==> src/rtl/input_conditioner.sv <==
// Synchronises and debounces the L/R/C buttons and four coin switches, then emits
// registered single-cycle press pulses plus a priority-encoded coin strobe.
module input_conditioner #(
  parameter int DEBOUNCE_CYCLES = 500000,
  parameter int CNT_W           = 20,
  parameter int COIN0_VAL       = 1,
  parameter int COIN1_VAL       = 5,
  parameter int COIN2_VAL       = 10,
  parameter int COIN3_VAL       = 20
) (
  input  logic       clk,
  input  logic       rst,
  input  logic       L_button,
  input  logic       R_button,
  input  logic       C_button,
  input  logic [3:0] switch,
  output logic       L_pulse,
  output logic       R_pulse,
  output logic       C_pulse,
  output logic       coin_valid,
  output logic [4:0] coin_value,
  output logic       coin_drop
);

  localparam int NCH = 7;
  localparam logic [CNT_W-1:0] CNT_MAX = CNT_W'(DEBOUNCE_CYCLES - 1);
  localparam logic [4:0] VAL0 = 5'(COIN0_VAL);
  localparam logic [4:0] VAL1 = 5'(COIN1_VAL);
  localparam logic [4:0] VAL2 = 5'(COIN2_VAL);
  localparam logic [4:0] VAL3 = 5'(COIN3_VAL);

  logic [NCH-1:0]   rawIn;
  logic [NCH-1:0]   s1_q, s2_q, stable_q, stableDly_q;
  logic [NCH-1:0]   stable_d;
  logic [CNT_W-1:0] cnt_q [NCH];
  logic [CNT_W-1:0] cnt_d [NCH];
  logic [NCH-1:0]   rise;
  logic [3:0]       coinRise;
  logic             coinValid_d, coinDrop_d;
  logic [4:0]       coinValue_d;

  assign rawIn    = {switch, C_button, R_button, L_button};
  assign rise     = stable_q & ~stableDly_q;
  assign coinRise = rise[6:3];

  // Any sample that disagrees with the accepted level must persist for the full window.
  always_comb begin
    for (int ch = 0; ch < NCH; ch++) begin
      stable_d[ch] = stable_q[ch];
      cnt_d[ch]    = '0;
      if (s2_q[ch] != stable_q[ch]) begin
        if (cnt_q[ch] == CNT_MAX) begin
          stable_d[ch] = s2_q[ch];
        end else begin
          cnt_d[ch] = cnt_q[ch] + 1'b1;
        end
      end
    end
  end

  always_comb begin
    coinValid_d = |coinRise;
    coinDrop_d  = (coinRise[0] & coinRise[1]) | (coinRise[0] & coinRise[2]) |
                  (coinRise[0] & coinRise[3]) | (coinRise[1] & coinRise[2]) |
                  (coinRise[1] & coinRise[3]) | (coinRise[2] & coinRise[3]);
    if (coinRise[3])      coinValue_d = VAL3;
    else if (coinRise[2]) coinValue_d = VAL2;
    else if (coinRise[1]) coinValue_d = VAL1;
    else if (coinRise[0]) coinValue_d = VAL0;
    else                  coinValue_d = 5'd0;
  end

  always_ff @(posedge clk) begin
    if (!rst) begin
      s1_q        <= '0;
      s2_q        <= '0;
      stable_q    <= '0;
      stableDly_q <= '0;
      for (int ch = 0; ch < NCH; ch++) cnt_q[ch] <= '0;
      L_pulse     <= 1'b0;
      R_pulse     <= 1'b0;
      C_pulse     <= 1'b0;
      coin_valid  <= 1'b0;
      coin_value  <= 5'd0;
      coin_drop   <= 1'b0;
    end else begin
      s1_q        <= rawIn;
      s2_q        <= s1_q;
      stable_q    <= stable_d;
      stableDly_q <= stable_q;
      for (int ch = 0; ch < NCH; ch++) cnt_q[ch] <= cnt_d[ch];
      L_pulse     <= rise[0];
      R_pulse     <= rise[1];
      C_pulse     <= rise[2];
      coin_valid  <= coinValid_d;
      coin_value  <= coinValue_d;
      coin_drop   <= coinDrop_d;
    end
  end

endmodule

==> config.mk <==
export PLATFORM = sky130hd
export DESIGN_NAME = input_conditioner
export DESIGN_NICKNAME = d
export VERILOG_FILES = /design/src/rtl/input_conditioner.sv
export SDC_FILE = /design/constraint.sdc
export NUM_CORES = 1
export LEC_CHECK = 0
export CAP_MARGIN = 10
export CORE_ASPECT_RATIO = 0.8
export CORE_MARGIN = 5
export CORE_UTILIZATION = 61
export DETAILED_ROUTE_END_ITERATION = 8
export HOLD_SLACK_MARGIN = 0.1
export PLACE_DENSITY_LB_ADDON = 0.12
export SYNTH_ARGS = -nofsm -noshare
export SYNTH_HDL_FRONTEND = slang
export SYNTH_SLANG_ARGS = --single-unit
==> constraint.sdc <==
create_clock -name clk -period 2.1 [get_ports clk]
set_input_delay 0.21 -clock clk [delete_from_list [all_inputs] [get_ports clk]]
set_output_delay 0.21 -clock clk [all_outputs]
set_load 0.01 [all_outputs]
==> impl_metrics.csv <==
group,metric,value,unit
outcome,outcome,"finished clean",
pwr,power.leakage,2.69,nW
floorplan,die_w,134,um
timing,skew,0.00598,ns
timing,tightestPinTransition,0.596,ns
floorplan,placement_rows,36,
logic_synthesis,synth_flop_cell,"sky130_fd_sc_hd__dfxtp_1",
cts,cts_tree,"done",
detailed_routing,routed_via_density,5.73,
logic_synthesis,synth-seq-area-share,47.6,%
global_routing,grt_max_degree,24,
hold_path,class_of_the_most_critical_hold_timing_path,"input pin to register",
cells_and_area,nets,888,
logic_synthesis,synth.largest_area_cell,"sky130_fd_sc_hd__dfxtp_1",
logic_synthesis,syn-cell-area,0.00745,mm2
placed_design,hpwl,9.94,mm
timing,setup_viol_count_final,0,
global_routing,groute.layer.met1.usage,26.9,%
logic_synthesis,synth.area.top_cells,"sky130_fd_sc_hd__dfxtp_1, sky130_fd_sc_hd__xnor2_1, sky130_fd_sc_hd__nor2_1, sky130_fd_sc_hd__xor2_1, sky130_fd_sc_hd__nand4_1",
global_routing,final_global_route_overflow_total,0,
timing,clock.fmax,0.510,GHz
detailed_routing,firstDrtPassIters,5,
logic_synthesis,synth_common_cells,"sky130_fd_sc_hd__dfxtp_1, sky130_fd_sc_hd__nor2_1, sky130_fd_sc_hd__nand2_1, sky130_fd_sc_hd__xnor2_1, sky130_fd_sc_hd__xor2_1",
worst_setup_path,critPathMaxFanout,9,
pwr,clock_power_share,46.6,%
cts,cts_buffers,17,
global_routing,grt_most_used_layer,"met2",
pwr,pwr_density_cell,765,mW/mm2
cts,hold_buffers,0,
placed_design,gp_congestion,0.874,
worst_setup_path,timing.critical_path.required,2.46,ns
detailed_routing,detailroute.via_count,5943,
cells_and_area,layout-area-overhead-vs-synth,13.7,%
logic_synthesis,synth.lib_cells_used.distinct,48,
detailed_routing,postRouteWirelength,14.2,mm
worst_setup_path,critical_path_arrival,2.32,ns
flow_run,timing.max_cap.violations,0,
cts,worst_setup_hold_path_clk_slew,0.06,ns
cts,postcts_resize_cnt,0,
global_routing,gr-usage-all-layers,20.4,%
logic_synthesis,yosys_warnings,0,
timing,final.period_utilization,93.4,%
cells_and_area,utilization,70.2,%
detailed_routing,detailedRoute.firstIterationViolations,357,
detailed_routing,ant_nets,0,
cts,insertion_delay,0.42,ns
detailed_routing,avgRoutedWirePerCell,13.7,um
worst_setup_path,r2r_setup_slack,0.14,ns
pwr,pwr-share-comb,1.3,%
pwr,design_internal_power,5.14,mW
worst_setup_path,worstSetupEndpointType,"register",
hold_path,whs_endpoint,"s1_q[2]",
pwr,power.switching,1.34,mW
global_routing,antenna_found_initial,0,
hold_path,min_path_cells,2,
placed_design,numPortBuffers,18,
logic_synthesis,syn-mean-instance-area,8.88,um2
timing,timing.setup.tns,0,ns
timing,min_period,1.96,ns
timing,finalMaxSlewViolations,0,
cells_and_area,diodes,0,
timing,setup_repair_after_global_routing_missed_its_margin,"false",
worst_setup_path,timing.reg2reg.worst_path_depth,4,
floorplan,i_o_pin_cnt,19,
pwr,swShare,20.6,%
hold_path,hold_start,"C_button",
cells_and_area,drive_above_1_share,7.91,%
logic_synthesis,synth-edff-count,0,
floorplan,start_util,61.7,%
global_routing,first_pass_grt_wire_length,24.9,mm
worst_setup_path,r2r-end,"cnt_q[0][17]",
logic_synthesis,syn-num-nets,855,
cts,tritoncts_num_sinks,177,
global_routing,met2_usage,33.6,%
logic_synthesis,synthDominantCellAreaShare,47.6,%
cts,cts_setup_buffers,0,
pwr,ir_drop,0.000744,V
logic_synthesis,synth-seq-cells,177,
pwr,power_frac_seq,52.2,%
detailed_routing,route.detailed.drc,0,
logic_synthesis,post_synth_inst_count,839,
floorplan,design.die.area,0.0145,mm2
cts,cts-htree-levels,4,
worst_setup_path,start_kind,"register",
worst_setup_path,regToRegStartpoint,"cnt_q[0][4]",
global_routing,grt.met3_usage,5.26,%
cts,cts_buffer_depth,2,
logic_synthesis,synthArstFlopShare,0,%
floorplan,core_ar,0.0121,mm2
timing,hold_viol_final,0,
floorplan,die_h,109,um
worst_setup_path,setup_cp_type,"register to register",
timing,holdWs,0.367,ns
timing,slew_headroom,59.9,%
logic_synthesis,yosysMostFrequentCell,"sky130_fd_sc_hd__dfxtp_1",
global_routing,grt_pass1_vias,5537,
cts,cts_root_buffer,"sky130_fd_sc_hd__clkbuf_16",
==> stage by stage <==
| stage | power (mW) | std cells | setup WS, ns | instance area (um2) |
|---|---|---|---|---|
| finish | 6.48 | 1037 | 0.138 | 8470 |
| global route | 6.71 | 1037 | 0.000774 | 8470 |
| CTS | 6.54 | 1037 | 0.0392 | 8460 |
| detailed placement | 3.54 | 1005 | 0.0439 | 7890 |
| global placement | 3.54 | 1005 | 0.178 | 7890 |
| floorplan | 3.50 | 839 | 0.164 | 7450 |
==> registers in the layout (all words and copies together) (netlist names) <==
name         count
L_pulse          1
stableDly_q      7
coin_drop        1
C_pulse          1
coin_valid       1
R_pulse          1
stable_q         7
s2_q             7
coin_value       4
s1_q             7
cnt_q          140
==> layout make-up <==
type / count / area, um2
Multi-Input combinational cell: 604 / 3690
Fill cell: 941 / 3600
Sequential cell: 177 / 3540
Clock buffer: 21 / 470
Timing Repair Buffer: 40 / 358
Tap cell: 152 / 190
Inverter: 32 / 120
Clock inverter: 11 / 103
==> worst max path at each step <==
stage                           start           end  slack (ns)  depth (start not counted)
after floorplan           cnt_q[4][0]  cnt_q[4][10]        0.16                          7
after detailed placement  cnt_q[3][9]  cnt_q[3][19]        0.04                          4
after CTS                 cnt_q[3][9]  cnt_q[3][19]        0.04                          4
after global routing      cnt_q[1][5]  cnt_q[1][17]      0.0008                          4
final                     cnt_q[0][4]  cnt_q[0][17]        0.14                          4
after global placement    cnt_q[3][9]  cnt_q[3][19]        0.18                          4
==> cell families (layout without fill, tap and decap cells) <==
group                      count (synthesis)  in the layout  share of synthesized area [%]
DFF                                      177            177                           47.6
AOI/OAI and AO/OA                        102            102                           8.14
adders and majority gates                  8              8                           1.31
and+or+nand+nor                          400            400                           28.8
buffers and inverters                     58            104                           3.14
muxes                                      1              1                          0.134
xor gates and xnor gates                  93             93                           10.9
==> power groups by stage <==
stage          clock network, mW  registers [mW]  logic [mW]
4_1_cts                     3.08            3.38      0.0824
3_5_place_dp                   0            3.46      0.0820
5_1_grt                     3.24            3.38      0.0914
2_1_floorplan                  0            3.46      0.0455
6_report                    3.02            3.38      0.0814
3_3_place_gp                   0            3.46      0.0791
==> critical path, cell delays in order, from the launching register on <==
cell	delay, ns
sky130_fd_sc_hd__dfxtp_1	0.38
sky130_fd_sc_hd__nand3_1	0.16
sky130_fd_sc_hd__or4_1	0.71
sky130_fd_sc_hd__or4_1	0.51
sky130_fd_sc_hd__a21oi_1	0.14
==> cells in the final DEF, fill, tap and decap left out, types with 3 or more instances in the layout <==
master	synthesis	layout
sky130_fd_sc_hd__o31ai_1	18	18
sky130_fd_sc_hd__and4_1	12	12
sky130_fd_sc_hd__clkdlybuf4s50_1	0	18
sky130_fd_sc_hd__and2_1	23	23
sky130_fd_sc_hd__nand4_1	35	35
sky130_fd_sc_hd__or3_2	4	4
sky130_fd_sc_hd__inv_1	32	32
sky130_fd_sc_hd__nor2b_1	6	6
sky130_fd_sc_hd__nand2_1	50	50
sky130_fd_sc_hd__nor4b_1	7	7
sky130_fd_sc_hd__clkbuf_16	0	17
sky130_fd_sc_hd__ha_1	7	7
sky130_fd_sc_hd__clkinvlp_4	0	3
sky130_fd_sc_hd__buf_4	1	21
sky130_fd_sc_hd__dfxtp_1	177	177
sky130_fd_sc_hd__nor3_1	22	22
sky130_fd_sc_hd__or3_1	24	24
sky130_fd_sc_hd__xor2_1	45	45
sky130_fd_sc_hd__inv_6	0	3
sky130_fd_sc_hd__nor4_1	17	17
sky130_fd_sc_hd__or2_2	3	3
sky130_fd_sc_hd__or4_1	26	22
sky130_fd_sc_hd__xnor2_1	48	48
sky130_fd_sc_hd__o211ai_1	4	4
sky130_fd_sc_hd__o21ai_0	27	27
sky130_fd_sc_hd__clkbuf_8	0	3
sky130_fd_sc_hd__nand3_1	41	41
sky130_fd_sc_hd__nor2_1	109	109
sky130_fd_sc_hd__a21oi_1	43	43
sky130_fd_sc_hd__clkinv_2	0	3
sky130_fd_sc_hd__or4_4	0	4
sky130_fd_sc_hd__and3_1	9	9
==> layer usage <==
layer  wire length [um]  vias to the layer above
met5                  0                        -
met1               6850                     2814
met2               6630                       99
li1                   -                     3016
met4                143                        0
met3                559                       14
(Power assumes the default switching activity.)
